**src/rtl/auto_player.sv**
```systemverilog
// Automatic player: watches the lit-LED pattern, waits a programmable
// number of timebase ticks, then toggles the matching switch bit once per
// lit pattern. A round is abandoned if the target LED goes dark first.
module auto_player #(
  parameter int DELAY_W = 8
) (
  input  logic               clk,
  input  logic               rst,
  input  logic               en,
  input  logic               tick,
  input  logic [7:0]         LED,
  input  logic [DELAY_W-1:0] delay,
  output logic [7:0]         switch,
  output logic               flip,
  output logic               missed,
  output logic               busy,
  output logic [7:0]         flip_cnt
);

  typedef enum logic [1:0] {IDLE, WAIT, HOLD} state_t;

  state_t             state;
  logic [DELAY_W-1:0] cnt;
  logic [7:0]         target;
  logic [7:0]         served;

  // Isolate the lowest set bit: v & -v leaves only the least significant one.
  function automatic logic [7:0] lowest_onehot(input logic [7:0] v);
    return v & (~v + 8'd1);
  endfunction

  // busy is a pure decode of the state register, so it stays glitch-free.
  assign busy = (state != IDLE);

  // Round sequencing: arm on a lit pattern, count ticks, flip once, then
  // hold until the pattern changes. Priority: rst, en=0, abort, countdown.
  always_ff @(posedge clk) begin
    if (rst) begin
      state    <= IDLE;
      cnt      <= '0;
      target   <= '0;
      served   <= '0;
      switch   <= '0;
      flip     <= 1'b0;
      missed   <= 1'b0;
      flip_cnt <= '0;
    end else begin
      flip   <= 1'b0;
      missed <= 1'b0;
      if (!en) begin
        state <= IDLE;
      end else begin
        case (state)
          IDLE: begin
            if (LED != 8'd0) begin
              target <= lowest_onehot(LED);
              cnt    <= delay;
              state  <= WAIT;
            end
          end
          WAIT: begin
            if ((LED & target) == 8'd0) begin
              // Target went dark before we reacted: give up this round.
              missed <= 1'b1;
              state  <= IDLE;
            end else if (cnt == '0) begin
              // Countdown finished; tick is irrelevant for the flip itself.
              switch   <= switch ^ target;
              flip     <= 1'b1;
              flip_cnt <= flip_cnt + 8'd1;
              served   <= LED;
              state    <= HOLD;
            end else if (tick) begin
              cnt <= cnt - DELAY_W'(1);
            end
          end
          HOLD: begin
            // Any change, including going dark, ends the served pattern.
            if (LED != served) state <= IDLE;
          end
          default: state <= IDLE;
        endcase
      end
    end
  end

endmodule

```
**config.mk**
```make
export PLATFORM = sky130hd
export DESIGN_NAME = auto_player
export DESIGN_NICKNAME = d
export VERILOG_FILES = /design/src/rtl/auto_player.sv
export SDC_FILE = /design/constraint.sdc
export NUM_CORES = 1
export LEC_CHECK = 0
export ABC_AREA = 1
export BUFFER_PORTS_ARGS = -buffer_cell sky130_fd_sc_hd__buf_4
export CORE_AREA = 4 4 120 76
export DETAILED_ROUTE_END_ITERATION = 16
export DIE_AREA = 0 0 124 80
export RECOVER_POWER = 25
export SLEW_MARGIN = 25
export SYNTH_ARGS = -nofsm -noshare
export SYNTH_HDL_FRONTEND = slang
export SYNTH_SLANG_ARGS = --single-unit
```
**constraint.sdc**
```tcl
create_clock -name clk -period 2.6 [get_ports clk]
set_input_delay 0.39 -clock clk [delete_from_list [all_inputs] [get_ports clk]]
set_output_delay 0.39 -clock clk [all_outputs]
set_load 0.02 [all_outputs]
```
==> run summary <==
For hold timing, the worst endpoint is served[6]$_SDFFE_PP0P_. Prevailing post-synth register cell: sky130_fd_sc_hd__dfxtp_1. Including well taps, the total number of placed cells is 491. The worst hold path was traced through 3 stages. Setup violations remaining at the end of the flow were counted as 0. The flow ran to the end, and the final reports show no timing, DRC or antenna violations.

The total half-perimeter wirelength after legalization and detailed placement is 4298 um. At the end of the flow, the number of nets in the layout was 413. The internal power of the cells totals 0.001165 W. During I/O placement, the number of pins put on the boundary was 39. The clock root buffer was sky130_fd_sc_hd__clkbuf_16. The path class of the tightest hold or removal check is input port to flip-flop. After clock tree synthesis, the repair step resized 0 gates. Setup repair after global routing left no endpoint under its margin. Broken down by cell family, the worst path's largest delay share belongs to simple AND/OR/NAND/NOR gates. For the die area, the log shows 9920 um2. The largest incremental delay on the critical path works out to 0.41 ns.

After floorplanning, the core was divided into 25 placement rows. The number of distinct library cells after synthesis is 32. In this run the vertical extent of the chip is 80 um.

The maximum fanout along the worst path is 25. The worst reg-to-reg setup slack was 0.63 ns; the width of the die was 124 um. The post-route minimum period came out at 1.970 ns. After clock tree synthesis, the clock-pin slew on the worst setup and hold paths is 0.06 ns. The tools report the post-synthesis cell area as 2380 um2. The tools report the type of destination of the critical path as a flip-flop.

Once the floorplan was initialized, standard cells occupied 30.31% of the core. The number of slew-limit violations in the final report was 0. Between clock sinks in the finished design, the worst skew comes to 0.007372 ns. The pin slew with the least headroom to its limit is 0.5440 ns, and the global-route wire length before repair is 9735 um. The post-layout instance area was 2831 um2; the total routing resource utilization after global routing was 12.52%. At the worst endpoint, the required time is 2.75 ns. The tools report the final instance count without filler cells as 499. Entering global routing, the biggest net connects 31 pins. The Yosys step of the flow raised 0 warnings.

The critical path starts at cnt[0]$_SDFFE_PP0P_. The first detailed-routing pass took 5 iterations. The core region is 7851 um2. The final-layout setup total negative slack was 0 ns; the max-cap violation count was 0. Power spread over the standard cell area amounts to 557.3 nW/um2. The placed standard-cell area is 2741 um2, and the share of final-layout standard cells stronger than drive strength 1 is 12.53%. Synthesis produced a netlist with a net count of 377. The initial antenna violation count is 0.

The count of nets left with antenna violations once routing finished came out at 0. TritonCTS built the clock tree. sky130_fd_sc_hd__dfxtp_1 takes more of the synthesized area than any other cell. The startpoint identified for the worst register-to-register timing path is cnt[0]$_SDFFE_PP0P_. Clock tree synthesis inserted a total of 5 buffers. Of the total power, the clock network draws 40.2%. The synthesized design devotes to its leading area cell type 37.01% of total area.

The average routed wire per standard cell is 11.97 um. Measured in cells, the most critical reg-to-reg path has a length of 8. The number of buffer cells added on primary ports is 38, and the number of global-route vias before repair is 2074. Static timing analysis puts the maximum clock frequency at 507.6 MHz.

The run gives 1.256 nW as the static leakage power. Vias per cell: 4.583. The synthesized area divided by synthesized cell count was 6.723 um2; the number of flip-flops and latches in the synthesized netlist was 44.

The H-tree was split into 2 levels. The final hold violation count came out at 0. Total inserted antenna cells: 0.

By startpoint and endpoint, the worst setup path is classified as flip-flop to flip-flop. The quantity of hold-fixing buffers added after cts was 0. The clock passes through at most 2 buffers.

The endpoint arrival time on the critical path was 2.12 ns; the number of buffers and inverters on the critical path was 2. In the post-synthesis netlist, the biggest area contributors are sky130_fd_sc_hd__dfxtp_1 (37%), sky130_fd_sc_hd__nand2_1 (18%), sky130_fd_sc_hd__nor2_1 (6.6%), sky130_fd_sc_hd__xor2_1 (5.5%), sky130_fd_sc_hd__a21oi_1 (5.5%). Traced cell by cell, the critical path runs through inv_1, ha_1, nor3b_2, nand3_2, inv_1, nand3_2, o21ai_0, a21oi_1.

The share of the Yosys chip area taken by registers is 37.01%. The combinational share of power is 14.3%. The worst setup path is launched from a flip-flop. The fraction of power spent switching nets works out to 26.14%. The total via count in the routed design was 2287. Counting every sink on the clock net gives 44. The share of synthesized flip-flops with an asynchronous set or reset is 0%, and the placer congestion estimate is 0.8569. Sequential cells account for 45.5% of the total power. The detailed router's first-iteration violation count was 190. The number of setup buffers added after CTS is 0. Summed over all layers, the routed wires come to 5973 um. The normalized max-slew margin came out at 63.65%.

The tools report the launch point of the worst hold path as LED[6]. The residual DRC count is 0. The logs give 354 for the synthesized instance count and 0.0004125 W for the switching power summed over all nets.

The endpoint identified for the worst register-to-register timing path is served[3]$_SDFFE_PP0P_. Maximum resistive drop on vdd: 230.1 uV. Counting flops with a built-in enable in the synthesized netlist gives 0.

Global routing finished with a remaining overflow of 0. The area overhead of the layout relative to synthesis is 18.98%, and the final clock period utilization by the worst path is 75.78%. For this design, the slowest cell found on the critical path is sky130_fd_sc_hd__nand3_2. Counting buffers and inverters, the worst setup path is 8 cells deep.

The tools report the clock latency on the worst-skew pair as 0.28 ns.
==> worst min-delay path, cell delays in order <==
cell	delay, ns
sky130_fd_sc_hd__buf_4	0.14
sky130_fd_sc_hd__nand2_1	0.06
sky130_fd_sc_hd__a21oi_1	0.06
==> cells in the final DEF (no fill, tap or decap) <==
cell                        netlist  layout
sky130_fd_sc_hd__a211oi_1         1       1
sky130_fd_sc_hd__a21boi_0         1       1
sky130_fd_sc_hd__a21oi_1         26      26
sky130_fd_sc_hd__a21oi_2          4       4
sky130_fd_sc_hd__a22oi_1          1       1
sky130_fd_sc_hd__a2bb2oi_1        1       1
sky130_fd_sc_hd__buf_4            1      24
sky130_fd_sc_hd__clkbuf_1         3      17
sky130_fd_sc_hd__clkbuf_16        0       5
sky130_fd_sc_hd__clkbuf_8         0       1
sky130_fd_sc_hd__dfxtp_1         44      44
sky130_fd_sc_hd__ha_1             3       3
sky130_fd_sc_hd__inv_1           33      33
sky130_fd_sc_hd__inv_2            3       3
sky130_fd_sc_hd__mux2i_1          1       1
sky130_fd_sc_hd__nand2_1        114     114
sky130_fd_sc_hd__nand2_2          3       3
sky130_fd_sc_hd__nand3_1         17      17
sky130_fd_sc_hd__nand3_2          3       3
sky130_fd_sc_hd__nand4_1          3       3
sky130_fd_sc_hd__nor2_1          42      42
sky130_fd_sc_hd__nor2_2           2       2
sky130_fd_sc_hd__nor2_4           2       2
sky130_fd_sc_hd__nor3_1           8       8
sky130_fd_sc_hd__nor3b_2          1       1
sky130_fd_sc_hd__nor4_1           1       1
sky130_fd_sc_hd__o21ai_0         10      10
sky130_fd_sc_hd__o21ai_1          1       1
sky130_fd_sc_hd__o21ai_2          1       1
sky130_fd_sc_hd__xnor2_1          3       3
sky130_fd_sc_hd__xor2_1          15      15
==> per-stage QoR <==
stage | worst slack, ns | utilization [%] | hold slack (ns) | total power [W]
global route | 0.4492 | 36.06 | 0.4167 | 0.001665
CTS | 0.6286 | 36.78 | 0.4071 | 0.001591
floorplan | 1.156 | - | 0.4431 | 0.0008864
global placement | 0.7541 | 34.92 | 0.4544 | 0.0009550
detailed placement | 0.6601 | 34.92 | 0.4703 | 0.0009574
finish | 0.6298 | 36.06 | 0.4095 | 0.001578
==> power by group through the flow <==
stage | Sequential, W | Combinational (W) | Clock (W)
2_1_floorplan | 0.000727 | 0.000160 | 0
3_3_place_gp | 0.000731 | 0.000224 | 0
3_5_place_dp | 0.000731 | 0.000226 | 0
4_1_cts | 0.000717 | 0.000228 | 0.000647
5_1_grt | 0.000720 | 0.000262 | 0.000684
6_report | 0.000717 | 0.000226 | 0.000634
==> worst max path at each step <==
stage                             endpoint  slack [ns]
floorplan           served[2]$_SDFFE_PP0P_        1.16
CTS                 served[3]$_SDFFE_PP0P_        0.63
detailed placement  served[3]$_SDFFE_PP0P_        0.66
finish              served[3]$_SDFFE_PP0P_        0.63
global route        served[1]$_SDFFE_PP0P_        0.45
global placement    served[1]$_SDFFE_PP0P_        0.75
==> final cells by class <==
| cell class | count | area [um2] |
|---|---|---|
| well taps | 108 | 135.1 |
| inverters | 36 | 135.1 |
| repair buffers | 39 | 236.5 |
| multi-input cells | 264 | 1297 |
| flip-flops and latches | 44 | 880.8 |
| clock buffers | 8 | 146.4 |
| fillers | 804 | 5020 |
==> per-layer routing <==
| metal | global-route usage [%] | wire length [um] |
|---|---|---|
| met4 | 4.590 | 46 |
| met1 | 17.91 | 3099 |
| met2 | 17.90 | 2503 |
| met5 | 0 | 0 |
| met3 | 3.187 | 322 |
==> logic make-up (layout without fill, tap and decap cells) <==
kind of cell / Yosys count / after routing / synth area share [%]
and+or+nand+nor: 196 / 196 / 34.96
AOI/OAI and AO/OA: 46 / 46 / 10.94
buffers and inverters: 46 / 83 / 8.465
DFF: 44 / 44 / 37.01
xor gates and xnor gates: 18 / 18 / 6.625
adders and majority gates: 3 / 3 / 1.577
muxes: 1 / 1 / 0.4206
==> state kept, by name, indices dropped and copies added (netlist names) <==
name	flops
cnt	8
flip_cnt	8
served	8
switch	8
target	8
state	2
flip	1
missed	1
==> cells in the mapped netlist (2+ instances only) <==
cell	n
sky130_fd_sc_hd__a21oi_1	26
sky130_fd_sc_hd__a21oi_2	4
sky130_fd_sc_hd__buf_2	2
sky130_fd_sc_hd__buf_6	3
sky130_fd_sc_hd__clkbuf_1	3
sky130_fd_sc_hd__dfxtp_1	44
sky130_fd_sc_hd__ha_1	3
sky130_fd_sc_hd__inv_1	33
sky130_fd_sc_hd__inv_2	3
sky130_fd_sc_hd__nand2_1	114
sky130_fd_sc_hd__nand2_2	3
sky130_fd_sc_hd__nand3_1	17
sky130_fd_sc_hd__nand3_2	3
sky130_fd_sc_hd__nand4_1	3
sky130_fd_sc_hd__nor2_1	42
sky130_fd_sc_hd__nor2_2	2
sky130_fd_sc_hd__nor2_4	2
sky130_fd_sc_hd__nor3_1	8
sky130_fd_sc_hd__o21ai_0	10
sky130_fd_sc_hd__xnor2_1	3
sky130_fd_sc_hd__xor2_1	15
Power figures use the tool's default switching activity.
